## src/rtl/rr_arbiter4.sv

```systemverilog
// rr_arbiter4 -- four-way round-robin arbiter with a registered one-hot grant.
//
// Shares one downstream resource between four requesters. The grant is held
// while its owner keeps requesting. Once the owner has held it for MAX_HOLD
// consecutive cycles and someone else is waiting, the grant rotates.
//
// Parameters:
//   MAX_HOLD   consecutive granted cycles before forced rotation (1..15)
//
// Ports:
//   clk        rising-edge clock
//   rst        synchronous active-high reset
//   req[3:0]   request vector, bit i = requester i
//   gnt[3:0]   registered one-hot grant, zero when idle
//   gnt_idx    binary index of the granted requester, 0 when idle
//   gnt_valid  high whenever a grant is outstanding
module rr_arbiter4 #(
  parameter int MAX_HOLD = 8
) (
  input  logic       clk,
  input  logic       rst,
  input  logic [3:0] req,
  output logic [3:0] gnt,
  output logic [1:0] gnt_idx,
  output logic       gnt_valid
);

  localparam logic [3:0] MAX_HOLD_C = 4'(MAX_HOLD);

  typedef enum logic {
    IDLE = 1'b0,
    BUSY = 1'b1
  } state_t;

  state_t     state_reg, state_next;
  logic [3:0] gnt_reg, gnt_next;
  logic [1:0] idx_reg, idx_next;
  logic       valid_reg, valid_next;
  logic [1:0] last_reg, last_next;
  logic [3:0] hold_reg, hold_next;

  // Requests rotated into scan order. Position gi holds requester
  // (last+1+gi) mod 4, so position 0 has the highest priority. In BUSY,
  // last is the current owner, so the owner is always scanned last.
  logic [1:0] scan_idx [4];
  logic [3:0] scan_req;

  genvar gi;
  generate
    for (gi = 0; gi < 4; gi++) begin : g_scan
      localparam logic [1:0] OFF = 2'(gi + 1);
      assign scan_idx[gi] = last_reg + OFF;
      assign scan_req[gi] = req[scan_idx[gi]];
    end
  endgenerate

  // The lowest set position in scan order wins.
  logic [1:0] win_off;
  logic [1:0] winner;
  logic [3:0] winner_oh;

  always_comb begin
    win_off = 2'd0;
    for (int i = 3; i >= 0; i--) begin
      if (scan_req[i]) begin
        win_off = 2'(i);
      end
    end
  end

  assign winner    = scan_idx[win_off];
  assign winner_oh = 4'b0001 << winner;

  logic any_req;
  logic owner_req;
  logic others_req;

  assign any_req    = |req;
  assign owner_req  = req[last_reg];
  assign others_req = |(req & ~gnt_reg);

  always_comb begin
    state_next = state_reg;
    gnt_next   = gnt_reg;
    idx_next   = idx_reg;
    valid_next = valid_reg;
    last_next  = last_reg;
    hold_next  = hold_reg;

    unique case (state_reg)
      IDLE: begin
        if (any_req) begin
          state_next = BUSY;
          gnt_next   = winner_oh;
          idx_next   = winner;
          valid_next = 1'b1;
          last_next  = winner;
          hold_next  = 4'd1;
        end else begin
          gnt_next   = 4'b0000;
          idx_next   = 2'd0;
          valid_next = 1'b0;
          hold_next  = 4'd0;
        end
      end

      BUSY: begin
        if (!owner_req) begin
          // Owner released. Hand straight over to the next requester,
          // with no idle cycle in between, if one is waiting.
          if (any_req) begin
            gnt_next   = winner_oh;
            idx_next   = winner;
            last_next  = winner;
            hold_next  = 4'd1;
          end else begin
            state_next = IDLE;
            gnt_next   = 4'b0000;
            idx_next   = 2'd0;
            valid_next = 1'b0;
            hold_next  = 4'd0;
          end
        end else if ((hold_reg == MAX_HOLD_C) && others_req) begin
          // Hold limit reached with a waiter present. The scan starts just
          // after the owner, so the winner is never the owner here.
          gnt_next  = winner_oh;
          idx_next  = winner;
          last_next = winner;
          hold_next = 4'd1;
        end else begin
          // Keep the grant. The counter saturates so that a lone owner
          // can hold the grant indefinitely.
          hold_next = (hold_reg >= MAX_HOLD_C) ? MAX_HOLD_C : hold_reg + 4'd1;
        end
      end

      default: begin
        state_next = IDLE;
      end
    endcase
  end

  always_ff @(posedge clk) begin
    if (rst) begin
      state_reg <= IDLE;
      gnt_reg   <= 4'b0000;
      idx_reg   <= 2'd0;
      valid_reg <= 1'b0;
      last_reg  <= 2'd3;
      hold_reg  <= 4'd0;
    end else begin
      state_reg <= state_next;
      gnt_reg   <= gnt_next;
      idx_reg   <= idx_next;
      valid_reg <= valid_next;
      last_reg  <= last_next;
      hold_reg  <= hold_next;
    end
  end

  assign gnt       = gnt_reg;
  assign gnt_idx   = idx_reg;
  assign gnt_valid = valid_reg;

endmodule

```

## config.mk

```make
export PLATFORM = sky130hd
export DESIGN_NAME = rr_arbiter4
export DESIGN_NICKNAME = d
export VERILOG_FILES = /design/src/rtl/rr_arbiter4.sv
export SDC_FILE = /design/constraint.sdc
export NUM_CORES = 1
export LEC_CHECK = 0
export ABC_AREA = 1
export CORE_ASPECT_RATIO = 0.8
export CORE_MARGIN = 8
export CORE_UTILIZATION = 30
export CTS_CLUSTER_SIZE = 28
export DETAILED_ROUTE_END_ITERATION = 10
export PLACE_DENSITY = 0.59
export SLEW_MARGIN = 20
export SYNTH_ARGS = -nofsm -noshare
export SYNTH_HDL_FRONTEND = slang
export SYNTH_SLANG_ARGS = --single-unit
```

## constraint.sdc

```tcl
create_clock -name clk -period 1.43 [get_ports clk]
set_input_delay 0.143 -clock clk [delete_from_list [all_inputs] [get_ports clk]]
set_output_delay 0.143 -clock clk [all_outputs]
set_load 0.01 [all_outputs]
```

=== Word level (Yosys, flattened, before mapping) ===
Index checks and enable logic that the tools add are counted.

* Eq/ne operators: 4
* $add $sub $neg: 4
* $lt $le $gt $ge: 6
* Mux-type cells: 37
* Shift-type cells: 1
* Reduce and logical (&&, ||, !) cells: 4
* Bitwise operators: 4

{| class="wikitable"
|+ Operators with widths
! kind !! number
|-
| 4-bit 2-to-1 mux || 6
|-
| 2-bit 2-to-1 mux || 11
|-
| 4-bit one-hot mux with 2 select lines || 2
|-
| 2-bit by 3-bit less-than comparator with 1-bit output, second input constant || 4
|-
| 1-bit 2-to-1 mux || 9
|-
| 1-bit binary-select mux with 2-bit select || 4
|-
| 2-bit one-hot mux with 2 select lines || 2
|-
| 4-bit OR reduction || 2
|-
| 2-bit adder, second input constant || 2
|-
| 4-bit by 1-bit adder with 4-bit output, second input constant || 1
|-
| 4-bit bitwise AND || 1
|-
| 2-bit binary-select mux with 2-bit select || 1
|-
| 4-bit equality test, second input constant || 1
|-
| 4-bit greater-or-equal comparator, second input constant || 1
|-
| 2-bit != test, second input constant || 2
|-
| 4-bit inverter || 1
|-
| 1-bit one-hot mux with 2 select lines || 2
|-
| 1-bit by 2-bit left shift with 4-bit output, first input constant || 1
|-
| 3-bit greater-or-equal comparator, second input constant || 1
|-
| 3-bit by 2-bit != test with 1-bit output, second input constant || 1
|-
| 2-bit inverter with 3-bit output || 1
|-
| 2-bit by 1-bit adder with 2-bit output, second input constant || 1
|-
| 2-bit AND reduction || 1
|-
| 1-bit logical AND || 1
|-
| 1-bit inverter || 1
|}

* Input bits: 6
* Output and inout bits: 7
* Logic and storage cells: 66
* Bits in registers: 14

=== Longest topological paths before layout ===
Gate-level depths: netlist of the first run.

* Depth after elaboration: 14
* Mapped depth: 15
* Depth with buffers taken out: 14

=== Worst setup path after synthesis of the first run ===
No wires, ideal clock.

* Path type: register to register
* From: register last_reg[0]
* To: register last_reg[1]
* Path buffers: 1
* Setup slack: 53 ps
* Arrival: 1250 ps
* Clock period less this slack: 1377 ps
* Setup time: 127 ps
* Stages on the path, launching flop included: 15
* Data required time: 1303 ps
* Cell sequence: dfxtp_1 > buf_6 > inv_8 > nand2_2 > nand2_1 > nand2_1 > nand2_2 > nor2_4 > nand2_1 > nand2_1 > nand2_2 > inv_2 > nand2_4 > nand3_2 > o211ai_1

* Word-level cells in the longest chain between the ends: 13
* Elaborated cells on any way between the ends: 24
* Classes of those cells: 3 x add/sub; 1 x eq/ne; 19 x mux; 1 x bitwise

{| class="wikitable"
|+ RTL lines
! item !! RTL line !! RTL
|-
| start: declaration || 39 || <nowiki>logic [1:0] last_reg, last_next;</nowiki>
|-
| start signal: assignment || 156 || <nowiki>last_reg <= last_next;</nowiki>
|-
| 2-bit adder or 1-bit binary-select mux with 2-bit select (tied branches) || 52, 53, 79 ||
|-
| 1-bit binary-select mux with 2-bit select or 1-bit 2-to-1 mux (tied branches) || 53, 79 ||
|-
| 1-bit 2-to-1 mux (not written as such) or 2-bit 2-to-1 mux (tied branches) || 53, 65 ||
|-
| 2-bit 2-to-1 mux (3 in series) || 65 || <nowiki>if (scan_req[i]) begin</nowiki>
|-
| 2-bit inverter with 3-bit output (not written as such) || 71 || <nowiki>assign winner = scan_idx[win_off];</nowiki>
|-
| 2-bit binary-select mux with 2-bit select || 71 ||
|-
| 2-bit 2-to-1 mux (not written as such) (2 in series) || 71 ||
|-
| 2-bit 2-to-1 mux, on equally long branches || 92, 111, 123 ||
|-
| 2-bit 2-to-1 mux || 108 || <nowiki>if (!owner_req) begin</nowiki>
|-
| 2-bit one-hot mux with 2 select lines || 90 || <nowiki>unique case (state_reg)</nowiki>
|}

Parallel ways exist; a longest one is shown, timed or not. The select of a mux whose other input is x is not followed.
A chain may end at the register's enable or synchronous reset.

=== Worst setup path in the final report of the first run ===
* From: register last_reg[0]
* To: register gnt_reg[2] (netlist: gnt[2])

* Word-level cells in the longest chain between the ends: 14
* Elaborated cells on any way between the ends: 25
* Classes of those cells: 3 x add/sub; 1 x eq/ne; 1 x shift; 19 x mux; 1 x bitwise

{| class="wikitable"
|+ RTL lines
! item !! RTL line !! RTL
|-
| 2-bit adder or 1-bit binary-select mux with 2-bit select (tied branches) || 52, 53, 79 ||
|-
| 1-bit binary-select mux with 2-bit select or 1-bit 2-to-1 mux (tied branches) || 53, 79 ||
|-
| 1-bit 2-to-1 mux (not written as such) or 2-bit 2-to-1 mux (tied branches) || 53, 65 ||
|-
| 2-bit 2-to-1 mux (3 in series) || 65 ||
|-
| 2-bit inverter with 3-bit output (not written as such) || 71 ||
|-
| 2-bit binary-select mux with 2-bit select || 71 ||
|-
| 2-bit 2-to-1 mux (not written as such) (2 in series) || 71 ||
|-
| 1-bit by 2-bit left shift with 4-bit output || 72 || <nowiki>assign winner_oh = 4'b0001 << winner;</nowiki>
|-
| 4-bit 2-to-1 mux, on equally long branches || 92, 111, 123 ||
|-
| 4-bit 2-to-1 mux || 108 ||
|-
| 4-bit one-hot mux with 2 select lines || 90 ||
|-
| end signal: assignment || 153 || <nowiki>gnt_reg <= gnt_next;</nowiki>
|-
| end: declaration || 36 || <nowiki>logic [3:0] gnt_reg, gnt_next;</nowiki>
|}

Parallel ways exist; a longest one is shown, timed or not. The select of a mux whose other input is x is not followed.

==> results of run 1 <==
==> through the flow <==
stage          instance area [sq um]  setup slack, ns  setup TNS [ns]  hold WS, ns  std cells
2_1_floorplan                    908           0.0531               0        0.352        134
3_3_place_gp                    1160           -0.348           -2.99        0.456        196
3_5_place_dp                    1160           -0.318           -2.90        0.457        196
4_1_cts                         1270          -0.0620          -0.260        0.475        203
5_1_grt                         1330           -0.224           -1.77        0.507        204
6_report                        1330           -0.121          -0.567        0.469        204
==> final timing paths <==
| check | from | end | slack [ns] | depth (start not counted) |
|---|---|---|---|---|
| max | last_reg[0]$_SDFFE_PP1P_ | gnt[2]$_SDFFE_PP0P_ | -0.12 | 14 |
| min | gnt_valid$_SDFFE_PP0P_ | gnt_valid$_SDFFE_PP0P_ | 0.47 | 1 |
| max reg2reg | last_reg[0]$_SDFFE_PP1P_ | gnt[2]$_SDFFE_PP0P_ | -0.12 | 14 |
| min reg2reg | gnt_valid$_SDFFE_PP0P_ | gnt_valid$_SDFFE_PP0P_ | 0.47 | 1 |
==> timing repair <==
item / 4_1_cts / 5_1_grt
pin swaps: 0 / 8
buffers inserted: 2 / 0
setup endpoints to repair: 8 / 10
gates cloned: 1 / 1
gates resized for setup: 10 / 13
endpoints found under the hold margin: 0 / 0
==> metal layers <==
metal / up-vias / GRT usage [%] / share of wire [%]
met1: 412 / 9.57 / 44
met4: 0 / 4.69 / 1.4
li1: 473 / - / -
met2: 6 / 14.8 / 52
met5: - / 0 / 0
met3: 4 / 2.04 / 2.5
==> cell type report <==
type / count / area, sq um / share of cell area (%)
timing repair buffer: 27 / 263 / 19.7
sequential: 14 / 285 / 21.4
timing repair inverter: 1 / 6.26 / 0.469
inverter: 22 / 90.1 / 6.75
tap: 40 / 50.0 / 3.75
multi-input combinational: 96 / 584 / 43.8
clock buffer: 4 / 55.1 / 4.13
==> critical path, stage by stage, from the launching register on <==
cell and delay (ns):
dfxtp_4 0.35, buf_12 0.14, inv_8 0.06, nand2_1 0.05
nand2_2 0.08, nand2_1 0.06, nand2_2 0.07, nand2_2 0.05
nand2_2 0.08, nand2_2 0.06, nand2_4 0.09, nand2_4 0.07
nor2_4 0.11, nand2_1 0.06, a21oi_1 0.13
==> Yosys cell counts (2+ instances only) <==
library cell,number
nand2_1,42
nor2_1,5
dfxtp_1,14
inv_2,6
nand2_4,3
nand2_2,17
nand3_2,2
o211ai_1,2
inv_1,15
o22ai_1,2
ha_1,2
a21oi_2,2
nand3_1,5
a21oi_1,5
==> where the power goes <==
group	leakage [nW]	internal, mW	switching, mW
clock	0.0288	0.244	0.136
sequential	0.115	0.516	0.0970
combinational	0.506	0.931	1.15
total	0.650	1.69	1.38
==> kinds of logic after synthesis <==
logic type,Yosys count
AOI/OAI and AO/OA,14
DFF,14
xor gates and xnor gates,1
adders and majority gates,2
and+or+nand+nor,79
buffers and inverters,24
==> qor.yml, run 1 <==
cells_and_area:
  syn2layout_area_growth_pct: 46.8
  antenna_cells: 0
  layout_commonest_cell: "nand2_1"
  layout_common_cells: "nand2_1, nand2_2, inv_1, buf_4"
  drive_gt1_share_pct: 43.3
  nets: 173
  nFillCells: 311
  final_util_pct: 44.5
detailed_routing:
  drt-initial-drc-count: 26
  drc: 0
  wl_per_cell_um: 10.1
  routed_wl_um: 2060
  viasPerCell: 4.39
  via_count: 895
  ant_nets: 0
  first_pass_iters: 4
power_and_ir_drop:
  p_per_area_nw_per_um2: 2310
  leakage_nw: 0.650
  peakVddDrop_mv: 0.852
  power_mw: 3.08
clock_tree:
  clk_latency_ns: 0.25
  hold_buffers: 0
  cts_buffers: 3
  h-tree-depth: 1
  cts_tree: "built"
  cts.sinks: 14
  clockBufferDepth: 2
  cts_root_buffer: "clkbuf_8"
  cts.reportedPaths.clkPinSlew_ns: 0.06
floorplanning:
  io_pins: 13
  num_rows: 18
  start_util_pct: 30.3
  coreArea_sq_um: 3000
  dieArea_sq_um: 5060
  die_y_um: 65.2
  die_w_um: 77.5
logic_synthesis:
  yosysTopAreaCellShare_pct: 30.9
  synthMuxAreaShare_pct: 0
  yosysTopAreaCell: "dfxtp_1"
  synth-xor-area-share_pct: 0.964
  yosysWarnings: 0
  synth.ff_latch_count: 14
  ys_top_cells_by_area: "dfxtp_1, nand2_1, nand2_2"
  avgSynthCellArea_sq_um: 6.78
  syn_inst: 134
  synth-simple-area-share_pct: 43.7
  yosys.area_share.adder_pct: 2.75
  synth_nets: 142
  synth_compound_area_share_pct: 10.1
  syn-cell-area_sq_um: 908
  seq_area_frac_synth_pct: 30.9
  synthArstFlopShare_pct: 0
  synthFlopType: "dfxtp_1"
  synth_cell_types: 26
  synth_edf_count: 0
  synth_top_family_by_area: "simple AND/OR/NAND/NOR gates"
sta:
  final-hold-violation-count: 0
  slew_viol_final: 0
  min_period_ns: 1.55
  grt_setup_unrepaired: "true"
  timing.final.ws_setup_ns: -0.121
  fmax_mhz: 645
  max_slew_margin_pct: 82.6
  finalCritPeriodShare_pct: 108
  worstMarginPinSlew_ns: 0.258
  clock_skew_ns: 0.00194
  setup_viol: 8
place:
  dp_hpwl_um: 1660
  routabilityCongestion: 0.781
  port_buffers: 12
setup_path:
  critPathMaxFanout: 6
  setup.worst_path.end_class: "register"
  cp.required_ns: 1.61
  cp_data_arrival_time_ns: 1.73
  start_kind: "register"
  path_class: "register to register"
run_status:
  violations: "setup timing"
  status: "complete, but fails checks"
global_route:
  grt_use_total_pct: 8.54
  grt_pass1_vias: 865
  grt_pass1_wl_um: 3570
  antenna_found_initial: 0
  grt_max_degree: 12
  overflow: 0
flow_run:
  maxCapViolations: 0
hold_path:
  hp-class: "register to register"
No activity file was read; power rests on OpenSTA's default activity.
==> inputs of run 2 (changes only) <==
- ABC_CLOCK_PERIOD_IN_PS: default -> 1430
- CTS_BUF_LIST: default -> sky130_fd_sc_hd__clkbuf_8
- RECOVER_POWER: default -> 50
==> qor.yml, run 2 (synthesis results as in run 1) <==
power_and_ir_drop:
  p_per_area_nw_per_um2: 2290  # -0.52%
  power_mw: 3.06  # -0.52%
  leakage_nw: 0.659  # +1.4%
  peakVddDrop_mv: 0.844  # -0.98%
setup_path:
  cp_data_arrival_time_ns: 1.73  # about the same
  setup.worst_path.end_class: "register"
  path_class: "register to register"
  cpMostUsedCell: "nand2_2"
  cp_slowest_stage_delay_ns: 0.35  # about the same
  cp_cell_sequence: "buf_12, inv_8, nand2_1, nand2_2, nand2_1, nand2_2, nand2_2, nand2_2, nand2_2, nand2_4, nand2_4, nor2_4, nand2_1, a21oi_1"
  cp.required_ns: 1.61  # about the same
  critPathMaxFanout: 6  # unchanged
  slowest_stage: "dfxtp_4"
  start_kind: "register"
cells_and_area:
  drive_gt1_share_pct: 43.3  # unchanged
  antenna_cells: 0  # unchanged
  final_cell_count_no_fill: 204  # unchanged
  layout_commonest_cell: "nand2_1"
  final_util_pct: 44.5  # unchanged
  syn2layout_area_growth_pct: 46.8  # unchanged
  nets: 173  # unchanged
  layout_common_cells: "nand2_1, nand2_2, inv_1, buf_4, dfxtp_1"
  fin_area_sq_um: 1330  # unchanged
clock_tree:
  cts.reportedPaths.clkPinSlew_ns: 0.06  # about the same
  clk_latency_ns: 0.25  # about the same
  cts_tree: "built"
  h-tree-depth: 1  # unchanged
  cts.sinks: 14  # unchanged
  cts_root_buffer: "clkbuf_8"
  cts_buffers: 3  # unchanged
  clockBufferDepth: 2  # unchanged
detailed_routing:
  wl_per_cell_um: 10.1  # about the same
  ant_nets: 0  # unchanged
  drc: 0  # unchanged
  routed_wl_um: 2060  # about the same
  first_pass_iters: 4  # unchanged
  via_count: 894  # -0.11%
  viasPerCell: 4.38  # -0.11%
  drt-initial-drc-count: 26  # unchanged
sta:
  clock_skew_ns: 0.00194  # unchanged
  worstMarginPinSlew_ns: 0.258  # unchanged
  setup_viol: 8  # unchanged
  slew_viol_final: 0  # unchanged
  tns_ns: -0.567  # unchanged
  finalCritPeriodShare_pct: 108  # unchanged
  fmax_mhz: 645  # unchanged
  final-hold-violation-count: 0  # unchanged
  grt_setup_unrepaired: "true"
  min_period_ns: 1.55  # unchanged
  timing.final.ws_setup_ns: -0.121  # unchanged
  hold_slack_ns: 0.463  # -0.00554 ns
  max_slew_margin_pct: 82.6  # unchanged
floorplanning:
  dieArea_sq_um: 5060  # unchanged
  coreArea_sq_um: 3000  # unchanged
  io_pins: 13  # unchanged
  num_rows: 18  # unchanged
  die_w_um: 77.5  # unchanged
  start_util_pct: 30.3  # unchanged
  die_y_um: 65.2  # unchanged
place:
  port_buffers: 12  # unchanged
  pre_cts_slack_ns: -0.318  # unchanged
  routabilityCongestion: 0.781  # unchanged
  place_inst: 196  # unchanged
  dp_hpwl_um: 1660  # unchanged
  dpl_cell_area_sq_um: 1160  # unchanged
global_route:
  grt_pass1_wl_um: 3570  # unchanged
  grt_use_total_pct: 8.54  # unchanged
  grt_pass1_vias: 865  # unchanged
  grt_max_degree: 12  # unchanged
  antenna_found_initial: 0  # unchanged
  overflow: 0  # unchanged
run_status:
  status: "complete, but fails checks"
  violations: "setup timing"
flow_run:
  maxCapViolations: 0  # unchanged
hold_path:
  hp-class: "register to register"
==> run 2: power breakdown <==
part	switching [mW]	internal (mW)	leakage, nW
Sequential	0.0952	0.516	0.115
Combinational	1.15	0.917	0.515
Clock	0.136	0.244	0.0288
==> run 2: cell type report <==
type | instances | area (sq um)
clock buffer | 4 | 55.1
fill | 311 | 1660
inverter | 22 | 90.1
multi-input combinational | 96 | 584
sequential | 14 | 285
tap | 40 | 50.0
timing repair buffer | 27 | 263
timing repair inverter | 1 | 6.26
==> run 2: timing repair <==
| action | 4_1_cts | 5_1_grt |
|---|---|---|
| gates resized for setup | 10 | 13 |
| hold buffers | 0 | 0 |
| setup buffers | 2 | 0 |
| gates cloned | 1 | 1 |
| hold endpoints to repair | 0 | 0 |
| setup endpoints to repair | 8 | 10 |
| pin swaps | 0 | 8 |
==> run 2: routing by layer <==
layer	global-route usage, %	share of wire [%]	vias up
li1	-	-	473
met1	9.57	44	411
met2	14.8	52	6
met3	2.04	2.5	4
met4	4.69	1.4	0
met5	0	0	-
==> run 2: final timing paths <==
kind	startpoint	to	slack [ns]	depth (start not counted)
min	gnt_valid$_SDFFE_PP0P_	gnt_valid$_SDFFE_PP0P_	0.46	1
min reg2reg	gnt_valid$_SDFFE_PP0P_	gnt_valid$_SDFFE_PP0P_	0.46	1
max	last_reg[0]$_SDFFE_PP1P_	gnt[2]$_SDFFE_PP0P_	-0.12	14
max reg2reg	last_reg[0]$_SDFFE_PP1P_	gnt[2]$_SDFFE_PP0P_	-0.12	14
==> run 2: worst max-delay path, delay by kind of cell (launching register included) <==
kind,cells,cell delay (ns)
buf+inv,2,0.20
compound gates,1,0.13
flops,1,0.35
simple gates,11,0.78
==> inputs of run 3 (changes only) <==
- ABC_AREA: 1 -> default
- ABC_CLOCK_PERIOD_IN_PS: 1430 -> 1970
- PLACE_DENSITY: 0.59 -> 0.57
- clock period: 1.43 -> 1.97 ns (I/O delays scaled with it)
==> qor.yml, run 3 <==
cells_and_area:
  drive_gt1_share_pct: 20.5  # -23 points
  antenna_cells: 0  # unchanged
  fin_area_sq_um: 1110  # -16%
  syn2layout_area_growth_pct: 28.9
  nFillCells: 278  # -11%
  final_util_pct: 40.6  # -3.9 points
  layout_commonest_cell: "dfxtp_1"
  final_cell_count_no_fill: 155  # -24%
  layout_common_cells: "dfxtp_1, nor2_1, buf_4"
  nets: 126  # -27%
setup_path:
  critPathMaxFanout: 7  # +1
  setup.worst_path.end_class: "register"
  start_kind: "input pin"
  cp.required_ns: 2.14  # +0.53 ns
  path_class: "input pin to register"
  cp_data_arrival_time_ns: 1.90  # +0.17 ns
power_and_ir_drop:
  switching_share_pct: 31.3  # -14 points
  p_per_area_nw_per_um2: 883  # -61%
  clkPwrFrac_pct: 27.6  # +15 points
  comb_power_share_pct: 34.9  # -33 points
  p_int_uw: 677  # -60%
  power.switching_uw: 308  # -78%
  leakage_nw: 0.471  # -29%
  peakVddDrop_mv: 0.430  # -49%
  p_seq_share_pct: 37.5  # +18 points
logic_synthesis:
  seq_area_frac_synth_pct: 32.4  # +1.6 points
  avgSynthCellArea_sq_um: 8.91  # +31%
  synth_common_cells: "dfxtp_1, nor2_1, nand2_1, inv_1"
  syn-cell-area_sq_um: 865  # -4.8%
  ys_top_cells_by_area: "dfxtp_1, nor2_1, mux2i_1"
  synthArstFlopShare_pct: 0  # unchanged
  yosysTopAreaCellShare_pct: 32.4  # +1.6 points
  yosysWarnings: 0  # unchanged
  synth.most_common_cell: "dfxtp_1"
  synth_cell_types: 46  # +77%
  synth_nets: 105  # -26%
  syn_inst: 97  # -28%
  synth.ff_latch_count: 14  # unchanged
  synth_edf_count: 0  # unchanged
  yosysTopAreaCell: "dfxtp_1"
  synthFlopType: "dfxtp_1"
clock_tree:
  post-cts-setup-buffer-count: 0  # -2
  h-tree-depth: 1  # unchanged
  cts_root_buffer: "clkbuf_8"
  cts_resized: 0  # -10
  cts.reportedPaths.clkPinSlew_ns: 0.05  # about the same
  clk_latency_ns: 0.24  # about the same
  clockBufferDepth: 2  # unchanged
  cts_buffers: 3  # unchanged
  hold_buffers: 0  # unchanged
  cts_tree: "built"
  cts.sinks: 14  # unchanged
sta:
  worstMarginPinSlew_ns: 0.412  # +0.153 ns
  min_period_ns: 1.73
  fmax_mhz: 577
  hold_slack_ns: 0.456  # -0.00726 ns
  finalCritPeriodShare_pct: 87.9
  slew_viol_final: 0  # unchanged
  grt_setup_unrepaired: "false"
  max_slew_margin_pct: 72.5  # -10 points
  setup_viol: 0  # -8
  final-hold-violation-count: 0  # unchanged
  clock_skew_ns: 0.00251  # +0.000571 ns
  tns_ns: 0  # +0.567 ns
place:
  routabilityCongestion: 0.776  # -0.69%
  place_inst: 151  # -23%
  dp_hpwl_um: 1690  # +1.8%
  port_buffers: 12  # unchanged
  dpl_cell_area_sq_um: 1070  # -8.2%
global_route:
  grt_pass1_wl_um: 3660  # +2.3%
  overflow: 0  # unchanged
  grt_max_degree: 12  # unchanged
  antenna_found_initial: 0  # unchanged
  grt_use_total_pct: 9.02  # +0.48 points
  grt_pass1_vias: 771  # -11%
floorplanning:
  num_rows: 17  # -1
  die_w_um: 76.0  # -1.9%
  coreArea_sq_um: 2740  # -8.4%
  io_pins: 13  # unchanged
  die_y_um: 64.0  # -1.8%
  start_util_pct: 31.5  # +1.2 points
  dieArea_sq_um: 4870  # -3.7%
detailed_routing:
  ant_nets: 0  # unchanged
  wl_per_cell_um: 13.3  # +31%
  viasPerCell: 4.90  # +12%
  via_count: 760  # -15%
  drt-initial-drc-count: 39  # +50%
  drc: 0  # unchanged
  routed_wl_um: 2050  # about the same
  first_pass_iters: 4  # unchanged
flow_run:
  maxCapViolations: 0  # unchanged
hold_path:
  hp-class: "register to register"
run_status:
  status: "finished clean"
[run 3: kinds of logic after synthesis]
kind of cell               synth area share, %
xor gates and xnor gates                  2.03
muxes                                     3.47
buffers and inverters                     8.68
DFF                                       32.4
adders and majority gates                 2.89
AOI/OAI and AO/OA                         31.4
and+or+nand+nor                           19.1
[run 3: layout make-up]
cell class              instances  area, sq um  share of cell area (%)
inverters                       8         30.0                    2.69
repair buffers                 23          199                    17.8
flip-flops and latches         14          280                    25.1
clock buffers                   4         55.1                    4.94
multi-input cells              68          503                    45.1
well taps                      38         47.5                    4.26
[run 3: worst max-delay path, stage by stage]
cell             delay [ns]
clkdlybuf4s50_1        0.66
mux2i_1                0.13
o22ai_1                0.28
o31ai_4                0.16
buf_4                  0.18
o31ai_2                0.08
mux2i_1                0.21
[run 3: metal layers]
metal	share of wire, %	wire length (um)	GRT usage (%)	vias to the layer above
met5	0	0	0	-
met3	2.9	59	1.96	2
li1	-	-	-	387
met4	0.49	10	2.93	0
met2	49	1010	15.2	12
met1	47	975	11.2	359
[run 3: path summary, 6_finish.rpt]
kind | startpoint | endpoint | cells after the start | slack, ns
setup / recovery | req[3] | last_reg[1]$_SDFFE_PP1P_ | 7 | 0.24
hold / removal | gnt_valid$_SDFFE_PP0P_ | gnt_valid$_SDFFE_PP0P_ | 2 | 0.46
setup reg to reg | last_reg[0]$_SDFFE_PP1P_ | last_reg[1]$_SDFFE_PP1P_ | 6 | 0.31
hold reg to reg | gnt_valid$_SDFFE_PP0P_ | gnt_valid$_SDFFE_PP0P_ | 2 | 0.46
[run 3: power groups by stage]
stage	Combinational [mW]	Sequential (mW)	Clock (mW)
after floorplan	0.242	0.359	0
after global placement	0.355	0.376	0
after detailed placement	0.361	0.376	0
after CTS	0.364	0.370	0.283
after global routing	0.382	0.377	0.296
final	0.344	0.370	0.271
[run 3: metrics by stage]
| stage | power (mW) | setup WS [ns] |
|---|---|---|
| after global routing | 1.06 | 0.136 |
| after floorplan | 0.601 | 0.496 |
| after global placement | 0.730 | 0.0830 |
| after CTS | 1.02 | 0.247 |
| final | 0.985 | 0.238 |
| after detailed placement | 0.738 | 0.00217 |
